## src/rtl/ranging_pkg.sv

```systemverilog
// ranging_pkg: shared types and constants for the ultrasonic ranging scheduler.
//   state_t       - scheduler FSM states
//   TIMEOUT_CODE  - dist_data value reported when no echo completes in time
//   CM_MAX        - saturation ceiling of the cm counter (one below TIMEOUT_CODE)
//   DEF_*         - default timing constants for a 50 MHz clock
package ranging_pkg;

    typedef enum logic [2:0] {
        IDLE,
        TRIG,
        WAIT_RISE,
        MEASURE,
        REPORT,
        GAP
    } state_t;

    localparam logic [15:0] TIMEOUT_CODE = 16'hFFFF;
    localparam logic [15:0] CM_MAX       = 16'hFFFE;

    localparam int unsigned DEF_N_SENS      = 4;
    localparam int unsigned DEF_TRIG_CYC    = 500;      // 10 us
    localparam int unsigned DEF_CM_CYC      = 2900;     // 58 us per cm
    localparam int unsigned DEF_TIMEOUT_CYC = 1900000;  // 38 ms
    localparam int unsigned DEF_GAP_CYC     = 3000000;  // 60 ms

endpackage

```

## src/rtl/echo_timer.sv

```systemverilog
// echo_timer: per-slot timing engine shared by all sensors.
//   clk     - clock
//   rst_n   - asynchronous active-low reset
//   clear   - synchronous clear of all counters (has priority)
//   run     - elapsed-time counter enable (waiting or measuring)
//   measure - echo measurement active
//   echo    - synchronized echo of the selected sensor
//   cm      - distance in cm, saturating at CM_MAX
//   expired - high in the TIMEOUT_CYC-th clock since the last clear while run is high
module echo_timer
    import ranging_pkg::*;
#(
    parameter int unsigned CM_CYC      = DEF_CM_CYC,
    parameter int unsigned TIMEOUT_CYC = DEF_TIMEOUT_CYC
) (
    input  logic        clk,
    input  logic        rst_n,
    input  logic        clear,
    input  logic        run,
    input  logic        measure,
    input  logic        echo,
    output logic [15:0] cm,
    output logic        expired
);

    localparam int unsigned PW = (CM_CYC > 1) ? $clog2(CM_CYC) : 1;
    localparam int unsigned EW = (TIMEOUT_CYC > 1) ? $clog2(TIMEOUT_CYC) : 1;

    logic [PW-1:0] pre_q, pre_d;
    logic [15:0]   cm_q, cm_d;
    logic [EW-1:0] elapsed_q, elapsed_d;
    logic          wrap;

    assign expired = run && (elapsed_q == EW'(TIMEOUT_CYC - 1));
    assign wrap    = (pre_q == PW'(CM_CYC - 1));
    assign cm      = cm_q;

    always_comb begin
        pre_d     = pre_q;
        cm_d      = cm_q;
        elapsed_d = elapsed_q;
        if (clear) begin
            pre_d     = '0;
            cm_d      = '0;
            elapsed_d = '0;
        end else begin
            if (run && !expired) begin
                elapsed_d = elapsed_q + EW'(1);
            end
            if (measure && echo) begin
                if (wrap) begin
                    pre_d = '0;
                    // Stop one short of the timeout code so a real reading never aliases it.
                    if (cm_q != CM_MAX) begin
                        cm_d = cm_q + 16'd1;
                    end
                end else begin
                    pre_d = pre_q + PW'(1);
                end
            end
        end
    end

    always_ff @(posedge clk or negedge rst_n) begin
        if (!rst_n) begin
            pre_q     <= '0;
            cm_q      <= '0;
            elapsed_q <= '0;
        end else begin
            pre_q     <= pre_d;
            cm_q      <= cm_d;
            elapsed_q <= elapsed_d;
        end
    end

endmodule

```

## src/rtl/ranging_scheduler.sv

```systemverilog
// ranging_scheduler: round-robin trigger/echo sequencer for N_SENS ultrasonic sensors.
//   CLK_50M    - clock
//   RST        - asynchronous active-low reset
//   En         - run enable; a slot in progress always completes
//   Echo       - raw asynchronous echo lines
//   Trig       - registered trigger lines, one-hot or zero
//   dist_data  - distance in cm, TIMEOUT_CODE on timeout; held until next report
//   dist_idx   - sensor index of dist_data; held until next report
//   dist_valid - one-cycle strobe for dist_data/dist_idx
//   busy       - high whenever the FSM is not IDLE
module ranging_scheduler
    import ranging_pkg::*;
#(
    parameter int unsigned N_SENS      = DEF_N_SENS,
    parameter int unsigned TRIG_CYC    = DEF_TRIG_CYC,
    parameter int unsigned CM_CYC      = DEF_CM_CYC,
    parameter int unsigned TIMEOUT_CYC = DEF_TIMEOUT_CYC,
    parameter int unsigned GAP_CYC     = DEF_GAP_CYC,
    localparam int unsigned IDX_W      = (N_SENS > 1) ? $clog2(N_SENS) : 1
) (
    input  logic              CLK_50M,
    input  logic              RST,
    input  logic              En,
    input  logic [N_SENS-1:0] Echo,
    output logic [N_SENS-1:0] Trig,
    output logic [15:0]       dist_data,
    output logic [IDX_W-1:0]  dist_idx,
    output logic              dist_valid,
    output logic              busy
);

    logic [N_SENS-1:0] echo_meta, echo_sync;
    state_t            state_q, state_d;
    logic [IDX_W-1:0]  idx_q, idx_d;
    logic [31:0]       cyc_q, cyc_d;
    logic [15:0]       data_q, data_d;
    logic [IDX_W-1:0]  didx_q, didx_d;
    logic              valid_q;
    logic [N_SENS-1:0] trig_q, trig_d;
    logic              sel_echo;
    logic              report, rep_timeout;
    logic              tmr_clear, tmr_run, tmr_meas, tmr_expired;
    logic [15:0]       tmr_cm;

    // Two-flop synchronizer on every echo line.
    always_ff @(posedge CLK_50M or negedge RST) begin
        if (!RST) begin
            echo_meta <= '0;
            echo_sync <= '0;
        end else begin
            echo_meta <= Echo;
            echo_sync <= echo_meta;
        end
    end

    assign sel_echo = echo_sync[idx_q];
    assign tmr_run  = (state_q == WAIT_RISE) || (state_q == MEASURE);
    assign tmr_meas = (state_q == MEASURE);

    echo_timer #(
        .CM_CYC      (CM_CYC),
        .TIMEOUT_CYC (TIMEOUT_CYC)
    ) u_echo_timer (
        .clk     (CLK_50M),
        .rst_n   (RST),
        .clear   (tmr_clear),
        .run     (tmr_run),
        .measure (tmr_meas),
        .echo    (sel_echo),
        .cm      (tmr_cm),
        .expired (tmr_expired)
    );

    always_comb begin
        state_d     = state_q;
        idx_d       = idx_q;
        cyc_d       = cyc_q;
        data_d      = data_q;
        didx_d      = didx_q;
        tmr_clear   = 1'b0;
        report      = 1'b0;
        rep_timeout = 1'b0;
        trig_d      = '0;

        unique case (state_q)
            IDLE: begin
                if (En) begin
                    state_d = TRIG;
                    cyc_d   = '0;
                end
            end
            TRIG: begin
                if (cyc_q == 32'(TRIG_CYC - 1)) begin
                    state_d   = WAIT_RISE;
                    cyc_d     = '0;
                    tmr_clear = 1'b1;
                end else begin
                    cyc_d = cyc_q + 32'd1;
                end
            end
            WAIT_RISE: begin
                // Clearing again on the rise restarts the timeout window for the echo itself.
                if (sel_echo) begin
                    state_d   = MEASURE;
                    tmr_clear = 1'b1;
                end else if (tmr_expired) begin
                    report      = 1'b1;
                    rep_timeout = 1'b1;
                end
            end
            MEASURE: begin
                // A falling edge wins over a simultaneous timeout.
                if (!sel_echo) begin
                    report = 1'b1;
                end else if (tmr_expired) begin
                    report      = 1'b1;
                    rep_timeout = 1'b1;
                end
            end
            REPORT: begin
                state_d = GAP;
                cyc_d   = '0;
            end
            GAP: begin
                if (cyc_q == 32'(GAP_CYC - 1)) begin
                    cyc_d   = '0;
                    idx_d   = (idx_q == IDX_W'(N_SENS - 1)) ? '0 : idx_q + IDX_W'(1);
                    state_d = En ? TRIG : IDLE;
                end else begin
                    cyc_d = cyc_q + 32'd1;
                end
            end
            default: state_d = IDLE;
        endcase

        // Result is captured on entry to REPORT so it is stable during the strobe.
        if (report) begin
            state_d = REPORT;
            didx_d  = idx_q;
            data_d  = rep_timeout ? TIMEOUT_CODE : tmr_cm;
        end

        if (state_d == TRIG) begin
            trig_d[idx_d] = 1'b1;
        end
    end

    always_ff @(posedge CLK_50M or negedge RST) begin
        if (!RST) begin
            state_q <= IDLE;
            idx_q   <= '0;
            cyc_q   <= '0;
            data_q  <= '0;
            didx_q  <= '0;
            valid_q <= 1'b0;
            trig_q  <= '0;
        end else begin
            state_q <= state_d;
            idx_q   <= idx_d;
            cyc_q   <= cyc_d;
            data_q  <= data_d;
            didx_q  <= didx_d;
            valid_q <= report;
            trig_q  <= trig_d;
        end
    end

    assign Trig       = trig_q;
    assign dist_data  = data_q;
    assign dist_idx   = didx_q;
    assign dist_valid = valid_q;
    assign busy       = (state_q != IDLE);

endmodule

```

## config.mk

```make
export PLATFORM = sky130hd
export DESIGN_NAME = ranging_scheduler
export DESIGN_NICKNAME = d
export VERILOG_FILES = /design/src/rtl/ranging_pkg.sv /design/src/rtl/echo_timer.sv /design/src/rtl/ranging_scheduler.sv
export SDC_FILE = /design/constraint.sdc
export NUM_CORES = 1
export LEC_CHECK = 0
export BUFFER_PORTS_ARGS = -buffer_cell sky130_fd_sc_hd__buf_2
export CAP_MARGIN = 30
export CORE_MARGIN = 2
export CORE_UTILIZATION = 50
export CTS_CLUSTER_SIZE = 30
export DETAILED_ROUTE_END_ITERATION = 10
export PLACE_DENSITY_LB_ADDON = 0.15
export SYNTH_ARGS = -nofsm -noshare
export SYNTH_HDL_FRONTEND = slang
export SYNTH_SLANG_ARGS = --single-unit
export TNS_END_PERCENT = 50
```

## constraint.sdc

```tcl
create_clock -name CLK_50M -period 3.3 [get_ports CLK_50M]
set_input_delay 0.33 -clock CLK_50M [delete_from_list [all_inputs] [get_ports CLK_50M]]
set_output_delay 0.33 -clock CLK_50M [all_outputs]
set_load 0.02 [all_outputs]
```

==> results.toml <==
[status]
status = "complete, no violations"

[grt]
grt_max_degree = 67
grt_overflow_total = 0
grt_pass1_wl_um = 23280
antenna_found_initial = 0
grt_pass1_vias = 4863
grtUsageTotal_pct = 22.48

[floorplan]
ioPinCount = 31
die_h_um = 113.5
rows = 39
start_util_pct = 51.84
die_area_um2 = 12880
core_um2 = 11560
die_w_um = 113.5

[drt]
ant_nets = 0
wl_per_cell_um = 16.01
drc = 0
dr.pass1.iters = 6
via_per_inst = 5.968
wl_um = 13630
drt_iter0_markers = 396
vias = 5079

[layout]
layout_commonest_cell = "dfrtp_1"
fin_nets = 708
antennaDiodeCount = 0
ff_latch_area_um2 = 2928
nFillCells = 965
drive_above_1_share_pct = 12.57
area_delta_synth_final_pct = 16.86
multi_input_area_um2 = 2879
layout_common_cells = "dfrtp_1 (117), nor2_1 (86), nand2_1 (57), a21oi_1 (49), nand3_1 (42)"

[clock_network]
cts-root-buf = "clkbuf_16"
cts_buffers = 17
cts_tree = "built"
clkSlewWorstSetupHoldPaths_ps = 50
post-cts-setup-buffers = 0
clockBufferDepth = 2
clock_sinks = 117
worstSkewPairLatency_ps = 420
htree_levels = 4

[yosys]
ys_async_sr_fraction_pct = 100.0
synth_warnings = 0
syn_avg_cell_area_um2 = 9.126
yosysSeqAreaShare_pct = 48.83
syn_area_um2 = 5996
synth_edf_count = 0
synth_nets = 670
ys_seq_elements = 117
ys.flop_type = "dfrtp_1"
synth_cell_type_count = 51
syn_inst = 657

[sta]
min_period_ps = 2871
relSlewSlack_pct = 37.69
fin_crit_sh_pct = 87.00
fin_worst_skew_ps = 7.017
max_freq_mhz = 348.3
drv_slew = 0
final_hold_viol_count = 0
holdWs_ps = 18.20
setup_viol = 0
rsz0062_at_grt = "false"
setup_tns_ps = 0
worstMarginPinSlew_ps = 934.6

[hold_path]
min_from = "Echo[2]"
hold_class = "input pin to register"
hold_end = "echo_meta[2]$_DFF_PN0_"
holdPathStages = 1

[worst_setup_path]
critPathMaxStageDelay_ps = 800
cp_max_fo = 10
worst_setup_path_start_kind = "register"
setup.worst_path.end_class = "register"
path_cells = "nor4_1 -> nand4_1 -> or4_1 -> buf_4 -> nand3_1 -> nor2_1 -> mux2_2"
required_ps = 3600
crit_arrival_ps = 3170
path_class = "register to register"
r2r_cells = 7
r2r-end = "u_echo_timer.pre_q[0]$_DFFE_PN0P_"
r2r-start = "cyc_q[11]$_DFFE_PN0P_"
crit_slowest_cell = "or4_1"
rrSetupSlack_ps = 430

[place]
gp_congestion = 0.8244
io_buffer_count = 30
dp_hpwl_um = 9084

[power]
p_leak_nw = 3.101
powerDensity_nw_per_um2 = 508.1
max-vdd-ir-drop_uv = 412.6

[job]
maxCapViolations = 0
==> cells in the mapped netlist (2+ instances only) <==
| library cell | n | area [um2] |
|---|---|---|
| a211oi_1 | 6 | 45.04 |
| a211oi_2 | 3 | 37.54 |
| a21o_1 | 5 | 37.54 |
| a21oi_1 | 50 | 250.2 |
| a22o_1 | 6 | 52.55 |
| a31oi_1 | 9 | 56.30 |
| a41oi_1 | 2 | 17.52 |
| and2_1 | 4 | 25.02 |
| and3_1 | 10 | 62.56 |
| and4_1 | 4 | 35.03 |
| buf_2 | 3 | 15.01 |
| buf_4 | 3 | 22.52 |
| clkbuf_1 | 17 | 63.81 |
| dfrtp_1 | 117 | 2928 |
| ha_1 | 6 | 75.07 |
| inv_1 | 23 | 86.33 |
| mux2_2 | 4 | 45.04 |
| mux2i_1 | 6 | 60.06 |
| nand2_1 | 57 | 214.0 |
| nand2b_1 | 5 | 31.28 |
| nand3_1 | 42 | 210.2 |
| nand4_1 | 23 | 143.9 |
| nand4b_1 | 4 | 35.03 |
| nor2_1 | 86 | 322.8 |
| nor2b_1 | 2 | 12.51 |
| nor3_1 | 24 | 120.1 |
| nor3b_1 | 3 | 22.52 |
| nor4_1 | 14 | 87.58 |
| nor4_2 | 2 | 25.02 |
| nor4b_1 | 2 | 17.52 |
| o21a_1 | 2 | 15.01 |
| o21ai_0 | 36 | 180.2 |
| o31ai_1 | 2 | 15.01 |
| or2_2 | 2 | 12.51 |
| or3_1 | 24 | 150.1 |
| or4_1 | 5 | 37.54 |
| xnor2_1 | 8 | 70.07 |
| xor2_1 | 23 | 201.4 |
==> critical path, delay by kind of cell, from the launching register on <==
family                 cells  cell delay, ps
flip-flops                 1             440
buffers and inverters      1             280
AND/OR/NAND/NOR            5            1760
multiplexers               1             270
==> flip-flops by register name (all words and copies together), names as in the netlist <==
signal	cells
Trig	4
cyc_q	32
dist_data	16
dist_idx	2
dist_valid	1
echo_meta	4
echo_sync	4
idx_q	2
state_q	3
u_echo_timer.cm	16
u_echo_timer.elapsed_q	21
u_echo_timer.pre_q	12
==> kinds of logic after synthesis <==
| group | Yosys count | synth area share [%] |
|---|---|---|
| AOI/OAI and AO/OA | 126 | 12.85 |
| xor gates and xnor gates | 31 | 4.528 |
| adders and majority gates | 6 | 1.252 |
| buffers and inverters | 47 | 3.318 |
| DFF | 117 | 48.83 |
| muxes | 12 | 2.316 |
| and+or+nand+nor | 318 | 26.90 |
==> power breakdown <==
group	leakage, nW	switching (mW)	internal, mW
Combinational	1.26	0.0332	0.00910
Clock	0.326	0.633	1.44
Sequential	1.52	0.00438	1.44
==> stage by stage <==
stage	setup WS [ps]	area, um2	total power [mW]	utilization (%)	instances
after CTS	418.6	7007	3.595	60.59	851
after detailed placement	428.0	6327	1.516	54.71	818
final	429.1	7007	3.560	60.59	851
after global routing	162.1	7007	3.672	60.59	851
after global placement	489.7	6327	1.515	54.71	818
after floorplan	854.4	5996	1.477	-	657
==> worst max path at each step <==
stage	startpoint	cells after the start	endpoint	slack, ps
2_1_floorplan	cyc_q[0]$_DFFE_PN0P_	7	u_echo_timer.cm[6]$_DFFE_PN0P_	850
3_3_place_gp	cyc_q[11]$_DFFE_PN0P_	7	u_echo_timer.pre_q[6]$_DFFE_PN0P_	490
3_5_place_dp	cyc_q[11]$_DFFE_PN0P_	7	u_echo_timer.pre_q[0]$_DFFE_PN0P_	430
4_1_cts	cyc_q[11]$_DFFE_PN0P_	7	u_echo_timer.pre_q[0]$_DFFE_PN0P_	420
5_1_grt	cyc_q[24]$_DFFE_PN0P_	7	u_echo_timer.pre_q[6]$_DFFE_PN0P_	160
6_report	cyc_q[11]$_DFFE_PN0P_	7	u_echo_timer.pre_q[0]$_DFFE_PN0P_	430
==> layer usage <==
layer,up-vias,wire [um],GRT usage (%),part of all wire [%]
li1,2447,-,-,-
met1,2477,6359,30.64,47
met2,132,6432,35.13,47
met3,23,620,5.632,4.5
met4,0,216,8.130,1.6
met5,-,0,0,0
==> timing repair <==
action | 4_1_cts | 5_1_grt
resized for setup | 0 | 0
hold buffers | 1 | 0
hold endpoints to repair | 51 | 0
==> final cells by class <==
| cell class | count | area share (%) |
|---|---|---|
| Sequential cell | 117 | 41.79 |
| Multi-Input combinational cell | 493 | 41.09 |
| Clock buffer | 24 | 7.161 |
| Timing Repair Buffer | 43 | 3.786 |
| Tap cell | 143 | 2.554 |
| Clock inverter | 8 | 2.393 |
| Inverter | 23 | 1.232 |
(Power assumes the default switching activity.)
